`config.mk`:
```
export PLATFORM = sky130hd
export DESIGN_NAME = word_to_byte_sizer
export DESIGN_NICKNAME = d
export VERILOG_FILES = /design/src/rtl/word_to_byte_sizer_pkg.sv /design/src/rtl/word_to_byte_sizer_timeout_ctr.sv /design/src/rtl/word_to_byte_sizer.sv
export SDC_FILE = /design/constraint.sdc
export NUM_CORES = 1
export LEC_CHECK = 0
export BUFFER_PORTS_ARGS = -buffer_cell sky130_fd_sc_hd__buf_2
export CELL_PAD_IN_SITES_DETAIL_PLACEMENT = 1
export CELL_PAD_IN_SITES_GLOBAL_PLACEMENT = 1
export CORE_MARGIN = 8
export CORE_UTILIZATION = 40
export CTS_BUF_LIST = sky130_fd_sc_hd__clkbuf_16
export DETAILED_ROUTE_END_ITERATION = 8
export GPL_ROUTABILITY_DRIVEN = 0
export MAX_ROUTING_LAYER = met4
export PLACE_DENSITY_LB_ADDON = 0.3
export REMOVE_ABC_BUFFERS = 1
export SLEW_MARGIN = 40
export SYNTH_ARGS = -nofsm -noshare
export SYNTH_HDL_FRONTEND = slang
export SYNTH_HIERARCHICAL = 1
export SYNTH_SLANG_ARGS = --single-unit
```
`constraint.sdc`:
```
create_clock -name clk_i -period 3.1 [get_ports clk_i]
set_clock_uncertainty 0.2 [all_clocks]
set_input_delay 0.465 -clock clk_i [delete_from_list [all_inputs] [get_ports clk_i]]
set_output_delay 0.465 -clock clk_i [all_outputs]
set_load 0.01 [all_outputs]
```
`src/rtl/word_to_byte_sizer_pkg.sv`:
```
// Shared definitions for the word-to-byte sizer: FSM encoding, lane width and
// the byte-enable lane walker used to pick the next enabled byte lane.
package word_to_byte_sizer_pkg;

    localparam int LANE_W    = 2;
    localparam int NUM_LANES = 4;

    typedef enum logic [2:0] {
        IDLE = 3'b001,
        BYTE = 3'b010,
        DONE = 3'b100
    } state_e;

    typedef struct packed {
        logic              none;
        logic [LANE_W-1:0] lane;
    } lane_sel_t;

    function automatic lane_sel_t first_lane(input logic [NUM_LANES-1:0] be);
        lane_sel_t r;
        r.none = 1'b1;
        r.lane = '0;
        for (int i = NUM_LANES - 1; i >= 0; i--) begin
            if (be[i]) begin
                r.none = 1'b0;
                r.lane = LANE_W'(i);
            end
        end
        return r;
    endfunction

    // Lowest enabled lane strictly above the current one; none=1 when exhausted.
    function automatic lane_sel_t next_lane(input logic [NUM_LANES-1:0] be,
                                            input logic [LANE_W-1:0]    lane);
        lane_sel_t r;
        r.none = 1'b1;
        r.lane = lane;
        for (int i = NUM_LANES - 1; i >= 0; i--) begin
            if (be[i] && (i > int'(lane))) begin
                r.none = 1'b0;
                r.lane = LANE_W'(i);
            end
        end
        return r;
    endfunction

endpackage

```
`src/rtl/word_to_byte_sizer_timeout_ctr.sv`:
```
// Per-byte ack timeout: loads CYCLES-1 on clear, counts down while enabled,
// and flags expiry once the final permitted wait cycle is reached.
module sizer_timeout_ctr
    import word_to_byte_sizer_pkg::*;
#(
    parameter int CYCLES = 8
) (
    input  logic clk_i,
    input  logic reset_ni,
    input  logic clear_i,
    input  logic enable_i,
    output logic expired_o
);

    localparam int CW = (CYCLES > 1) ? $clog2(CYCLES) : 1;

    logic [CW-1:0] count_q;

    always_ff @(posedge clk_i or negedge reset_ni) begin
        if (!reset_ni) begin
            count_q <= '0;
        end else if (clear_i) begin
            count_q <= CW'(CYCLES - 1);
        end else if (enable_i && (count_q != '0)) begin
            count_q <= count_q - 1'b1;
        end
    end

    assign expired_o = (count_q == '0);

endmodule

```
`src/rtl/word_to_byte_sizer.sv`:
```
// Splits 32-bit word accesses into ascending byte accesses on an 8-bit slave
// port, honouring byte enables, slave wait states and an optional ack timeout.
module word_to_byte_sizer
    import word_to_byte_sizer_pkg::*;
#(
    parameter int ADR_WIDTH      = 16,
    parameter int TIMEOUT_CYCLES = 0
) (
    input  logic                 clk_i,
    input  logic                 reset_ni,
    input  logic                 master_sel_i,
    input  logic [ADR_WIDTH-1:0] master_adr_i,
    input  logic                 master_we_i,
    input  logic [3:0]           master_be_i,
    input  logic [31:0]          master_dat_i,
    output logic [31:0]          master_dat_o,
    output logic                 master_ack_o,
    output logic                 master_err_o,
    output logic                 slave_sel_o,
    output logic [ADR_WIDTH-1:0] slave_adr_o,
    output logic                 slave_we_o,
    input  logic [7:0]           slave_dat_i,
    output logic [7:0]           slave_dat_o,
    input  logic                 slave_ack_i
);

    state_e               state_q, state_d;
    logic [ADR_WIDTH-3:0] base_q, base_d;
    logic                 we_q, we_d;
    logic [3:0]           be_q, be_d;
    logic [31:0]          wdat_q, wdat_d;
    logic [31:0]          rdat_q, rdat_d;
    logic [LANE_W-1:0]    lane_q, lane_d;
    logic                 pend_q, pend_d;
    logic                 err_q, err_d;
    logic                 ctrClear, ctrEnable, ctrExpired;
    lane_sel_t            firstSel, nextSel;
    logic                 unused_adr;

    assign unused_adr = ^master_adr_i[1:0];
    assign firstSel   = first_lane(master_be_i);
    assign nextSel    = next_lane(be_q, lane_q);

    generate
        if (TIMEOUT_CYCLES > 0) begin : g_timeout
            sizer_timeout_ctr #(.CYCLES(TIMEOUT_CYCLES)) u_timeout (
                .clk_i     (clk_i),
                .reset_ni  (reset_ni),
                .clear_i   (ctrClear),
                .enable_i  (ctrEnable),
                .expired_o (ctrExpired)
            );
        end else begin : g_no_timeout
            logic unused_ctr;
            assign unused_ctr = ctrClear ^ ctrEnable;
            assign ctrExpired = 1'b0;
        end
    endgenerate

    always_ff @(posedge clk_i or negedge reset_ni) begin
        if (!reset_ni) begin
            state_q <= IDLE;
            base_q  <= '0;
            we_q    <= 1'b0;
            be_q    <= '0;
            wdat_q  <= '0;
            rdat_q  <= '0;
            lane_q  <= '0;
            pend_q  <= 1'b0;
            err_q   <= 1'b0;
        end else begin
            state_q <= state_d;
            base_q  <= base_d;
            we_q    <= we_d;
            be_q    <= be_d;
            wdat_q  <= wdat_d;
            rdat_q  <= rdat_d;
            lane_q  <= lane_d;
            pend_q  <= pend_d;
            err_q   <= err_d;
        end
    end

    // pend_q splits BYTE into the active slave cycle and a one-cycle gap after
    // each ack, which keeps slave_sel_o free of any path from slave_ack_i.
    always_comb begin
        state_d   = state_q;
        base_d    = base_q;
        we_d      = we_q;
        be_d      = be_q;
        wdat_d    = wdat_q;
        rdat_d    = rdat_q;
        lane_d    = lane_q;
        pend_d    = pend_q;
        err_d     = err_q;
        ctrClear  = 1'b0;
        ctrEnable = 1'b0;
        unique case (state_q)
            IDLE: begin
                if (master_sel_i) begin
                    base_d   = master_adr_i[ADR_WIDTH-1:2];
                    we_d     = master_we_i;
                    be_d     = master_be_i;
                    wdat_d   = master_dat_i;
                    rdat_d   = '0;
                    err_d    = 1'b0;
                    lane_d   = firstSel.lane;
                    ctrClear = 1'b1;
                    if (firstSel.none) begin
                        state_d = DONE;
                    end else begin
                        state_d = BYTE;
                        pend_d  = 1'b1;
                    end
                end
            end
            BYTE: begin
                if (pend_q) begin
                    if (slave_ack_i) begin
                        if (!we_q) begin
                            rdat_d[{lane_q, 3'b000} +: 8] = slave_dat_i;
                        end
                        pend_d = 1'b0;
                    end else if (ctrExpired) begin
                        pend_d  = 1'b0;
                        err_d   = 1'b1;
                        state_d = DONE;
                    end else begin
                        ctrEnable = 1'b1;
                    end
                end else if (!master_sel_i) begin
                    state_d = IDLE;
                end else if (nextSel.none) begin
                    state_d = DONE;
                end else begin
                    lane_d   = nextSel.lane;
                    pend_d   = 1'b1;
                    ctrClear = 1'b1;
                end
            end
            DONE: begin
                state_d = IDLE;
            end
            default: begin
                state_d = IDLE;
            end
        endcase
    end

    always_comb begin
        slave_sel_o  = 1'b0;
        slave_adr_o  = '0;
        slave_we_o   = 1'b0;
        slave_dat_o  = '0;
        master_ack_o = 1'b0;
        master_err_o = 1'b0;
        if ((state_q == BYTE) && pend_q) begin
            slave_sel_o = 1'b1;
            slave_adr_o = {base_q, lane_q};
            slave_we_o  = we_q;
            slave_dat_o = wdat_q[{lane_q, 3'b000} +: 8];
        end
        if (state_q == DONE) begin
            master_ack_o = master_sel_i;
            master_err_o = err_q & master_sel_i;
        end
    end

    assign master_dat_o = rdat_q;

endmodule

```
# Yosys cells after proc, flatten, opt, wreduce, memory -nomap -nowiden
# Cells that the tools add are included.
# op_classes
n_addsub	1
n_mux	36
magnitude_cmp	3
shift	3
eq_ne	13
n_reduce_logical	10
# op_table
cell	count
$mux 32	4
$pmux 32 s2	1
$mux 3	12
$bwmux 32	1
$shift 8x7->32 const A	1
$shiftx 32x6->8	1
$shiftx 8x7->32	1
$mux 16	1
$ne 2x2->1 const B	8
$mux 1	9
$mux 2	4
$mux 8	1
$neg 5->7	1
$pmux 3 s2	1
$reduce_and 3->1	2
$reduce_and 6->1	1
$reduce_and 5->1	1
$gt 2x2->1 const A	2
$logic_and 1x1->1	4
$ne 4x4->1 const B	1
$pmux 2 s2	1
$eq 3x1->1 const B	1
$eq 3x2->1 const B	1
$eq 3x3->1 const B	1
5 further kinds	5
# word_totals
wordCells	74
in_bits	65
output_inout_bits	60
ff_bits	89

# Depth between registers and ports, before layout
# logic_depth
depth_word	9
depth_mapped	8
ltp_nobuf	6

# Worst setup path before layout
# No wires, ideal clock.
# synth_path
path_type	register to register
startpoint	reg lane_q[0]
endpoint	reg lane_q[0]
period_less_slack_ns	2.537
arrival_ns	2.212
path_stages_with_launch	9
slack_ns	0.563
setup_time_ns	0.125
path_buffers	2
t_required_ns	2.775
path_cell_list	dfrtp_1 > buf_2 > buf_2 > inv_1 > ha_1 > or3b_2 > a31oi_1 > a21oi_1 > mux2_2
# synth_between
elab_chain_len	8
elab_cells_between_ends	16
cone_classes	order compare (3); eq/ne (2); mux (7); reduce/logical (4)
# synth_rtl
element	line	text
start, declared	word_to_byte_sizer.sv:33	logic [LANE_W-1:0] lane_q, lane_d;
start signal, assigned	word_to_byte_sizer.sv:78	lane_q <= lane_d;
$gt 2x2->1	word_to_byte_sizer_pkg.sv:39	if (be[i] && (i > int'(lane))) begin
$logic_and 1x1->1	word_to_byte_sizer_pkg.sv:39	
$mux 3 (2 in series)	word_to_byte_sizer_pkg.sv:39	
$mux 2	word_to_byte_sizer.sv:133	end else if (nextSel.none) begin
$mux 2	word_to_byte_sizer.sv:131	end else if (!master_sel_i) begin
$mux 2	word_to_byte_sizer.sv:118	if (pend_q) begin
$pmux 2 s2	word_to_byte_sizer.sv:98	unique case (state_q)
# Several ways; a longest one is shown, not always the timed one. The select of a mux whose other input is x is not followed.
# A chain may end at the register's enable or synchronous reset.

# Worst setup path after layout
# layout_path
startpoint	reg state_q[2]
endpoint	out slave_dat_o[0]
# layout_between
elab_chain_len	3
# layout_rtl
element	line	text
start, declared	word_to_byte_sizer.sv:27	state_e state_q, state_d;
start signal, assigned	word_to_byte_sizer.sv:72	state_q <= state_d;
$eq 3x2->1	word_to_byte_sizer.sv:157	if ((state_q == BYTE) && pend_q) begin
$logic_and 1x1->1	word_to_byte_sizer.sv:157	
$mux 8	word_to_byte_sizer.sv:157	
end, declared	word_to_byte_sizer.sv:23	output logic [7:0] slave_dat_o,
# Every way passes these cells.

==> impl_metrics.json <==
{
  "switching_share_pct": 31.37,
  "drive_above_1_share_pct": 44.99,
  "synth_flop_cell": "dfrtp_1",
  "syn_avg_cell_area_um2": 11.81,
  "slew_violations": 0,
  "io_pins": 125,
  "first_iter_violations": 120,
  "async_flop_share_pct": 100.0,
  "rr_startpoint": "lane_q[0]",
  "p_int_w": 0.002923,
  "min_path_type": "in -> reg",
  "clockRootBuffer": "clkbuf_16",
  "leakagePower_nw": 2.387,
  "worstSetupEndpoint": "slave_dat_o[0]",
  "ant_nets": 0,
  "yosys.area_share.simple_pct": 16.18,
  "cap_violations": 0,
  "max_stage_delay_ns": 0.76,
  "cts_resized": 0,
  "synth_top_cell_by_area": "dfrtp_1",
  "grt_pass1_wl_um": 17480,
  "grt-ovfl-total": 0,
  "cts.sinks": 88,
  "finalCritPeriodShare_pct": 83.39,
  "status": "finished clean",
  "syn_area_um2": 4075,
  "synthXorXnorAreaFrac_pct": 0,
  "rsz0062_at_grt": "no",
  "crit_chain": "and4bb_2, and2_1, buf_2",
  "syn_inst": 345,
  "finalPower_w": 0.004259,
  "initial_utilization_pct": 40.38,
  "cts_buffer_depth": 2,
  "place_area_um2": 4826,
  "io_buffers": 121,
  "clkSlewWorstSetupHoldPaths_ns": 0.06,
  "powerDensity_nw_per_um2": 832.0,
  "synth_fa_ha_area_share_pct": 1.535,
  "ys_ff_latch": 88,
  "die_w_um": 116.9,
  "finalCriticalPeriod_ns": 2.585,
  "switchingPower_w": 0.001336,
  "fin_hold_ws_ns": 0.1257,
  "numCtsBuffers": 9,
  "via_count": 3035,
  "design.die.area_um2": 13670,
  "worstSetupStartpointType": "register",
  "fmax_mhz": 386.8,
  "synth_compound_area_share_pct": 6.939,
  "yosysMostFrequentCell": "dfrtp_1",
  "synth_edf_count": 0,
  "drc_errors": 0,
  "yosysUniqueCellTypes": 37,
  "cp.arrival_ns": 1.92,
  "grt_max_degree": 41,
  "grt_pass1_vias": 3476,
  "r2r_cells": 7,
  "maxSlewHeadroom_pct": 49.37,
  "pwr-share-seq_pct": 41.0,
  "drt_first_pass_iters": 4,
  "crit_fanout": 31,
  "slowest_stage": "and4bb_2",
  "design_area_um2": 5119,
  "viasPerCell": 4.992,
  "pwr-share-comb_pct": 34.8,
  "r2r_end": "lane_q[0]",
  "routed_wl_um": 10570,
  "pwr-share-clk_pct": 24.2,
  "final.setup.tns_ns": 0,
  "worstSetupPathType": "reg -> out",
  "vdd_drop_max_uv": 360.0,
  "cts_tree": "built",
  "yosys.area.top_type_share_pct": 53.42,
  "h-tree-depth": 3,
  "setup_violations": 0,
  "die_h_um": 116.9,
  "area_growth_pct": 25.61,
  "synthTopCellsByArea": "dfrtp_1, mux2_2, nand2_1",
  "rrSetupSlack_ns": 0.70,
  "crit_required_ns": 2.43,
  "antenna_found_initial": 2,
  "cts_setup_buffers": 0,
  "hpwlAfterDp_um": 8041,
  "finalHoldViolations": 0,
  "cp-startpoint": "state_q[2]",
  "endpoint_kind": "primary output",
  "nNetsFinal": 536,
  "clock_latency_ns": 0.33,
  "synth_top_family_by_area": "multiplexers",
  "synthMuxAreaShare_pct": 18.51,
  "core_um2": 10090,
  "track_usage_pct": 17.16,
  "ys_seq_area_share_pct": 54.07,
  "worst_pin_slew_ns": 0.7571,
  "yosys-top-cells-count": "dfrtp_1, nand2_1, mux2_2, and2_1, o21ai_1",
  "ys_warn_count": 6,
  "num_rows": 37,
  "wl_per_cell_um": 17.38
}
how the worst min path moves through the flow:
stage                     start                to  slack [ns]  cells after the start
3_3_place_gp   master_dat_o[25]  master_dat_o[25]        0.26                      2
4_1_cts            master_sel_i        state_q[0]        0.11                      2
3_5_place_dp    master_dat_o[8]   master_dat_o[8]        0.27                      2
6_report           master_sel_i        state_q[0]        0.13                      2
2_1_floorplan          reset_ni         base_q[0]       -0.03                      0
5_1_grt            master_sel_i        state_q[0]        0.12                      2
power by group through the flow:
stage	Sequential, W	Combinational, W	Clock [W]
finish	0.00175	0.00148	0.00103
global route	0.00180	0.00163	0.00112
CTS	0.00175	0.00152	0.00106
detailed placement	0.00177	0.00151	0
global placement	0.00174	0.00146	0
floorplan	0.00174	0.00106	0
registers in the layout, summed over array words and instances, names as in the netlist:
register / flops
master_dat_o: 32
we_q: 1
state_q: 3
pend_q: 1
lane_q: 2
be_q: 3
base_q: 14
wdat_q: 32
critical path, delay by kind of cell, from the launching register on:
kind	cells	cell delay, ns
buf+inv	1	0.15
flops	1	0.44
simple gates	2	0.99
per-stage QoR:
| step | utilization, % | instances | worst slack (ns) |
|---|---|---|---|
| 2_1_floorplan | - | 327 | 0.4624 |
| 3_3_place_gp | 47.82 | 590 | 0.7366 |
| 3_5_place_dp | 47.82 | 590 | 0.6855 |
| 4_1_cts | 50.64 | 605 | 0.4452 |
| 5_1_grt | 50.69 | 607 | 0.3741 |
| 6_report | 50.72 | 608 | 0.5148 |
per-layer routing:
metal	vias to the layer above	part of all wire (%)	track usage, %
met1	1493	42	19.42
li1	1437	-	-
met5	-	0	-
met4	0	1.1	5.631
met3	8	9.1	6.773
met2	97	48	27.38
cell type report:
cell class	instances	area [µm²]
inverter	3	11.26
timing repair buffer	128	688.2
clock inverter	5	50.05
tap	136	170.2
sequential	88	2203
antenna	3	7.507
clock buffer	9	225.2
multi-input combinational	236	1763
fill	1160	4974
kinds of logic after synthesis:
| family | Yosys count |
|---|---|
| buffers and inverters | 21 |
| AOI/OAI and AO/OA | 48 |
| other | 1 |
| DFF | 88 |
| adders and majority gates | 5 |
| and+or+nand+nor | 123 |
| muxes | 59 |
layout by cell type (no fill, tap or decap), types with 8 or more instances in the layout:
| cell | netlist | final |
|---|---|---|
| mux4_2 | 8 | 8 |
| buf_2 | 12 | 120 |
| clkbuf_16 | 0 | 9 |
| and2_1 | 26 | 26 |
| o21ai_1 | 20 | 20 |
| nand2_1 | 70 | 70 |
| o21ai_0 | 14 | 14 |
| dfrtp_1 | 87 | 87 |
| mux2_2 | 51 | 51 |
timing repair:
action / CTS / global route
endpoints found under the setup margin: 0 / 0
endpoints found under the hold margin: 38 / 0
hold buffers: 1 / 0
(Power assumes the default switching activity.)
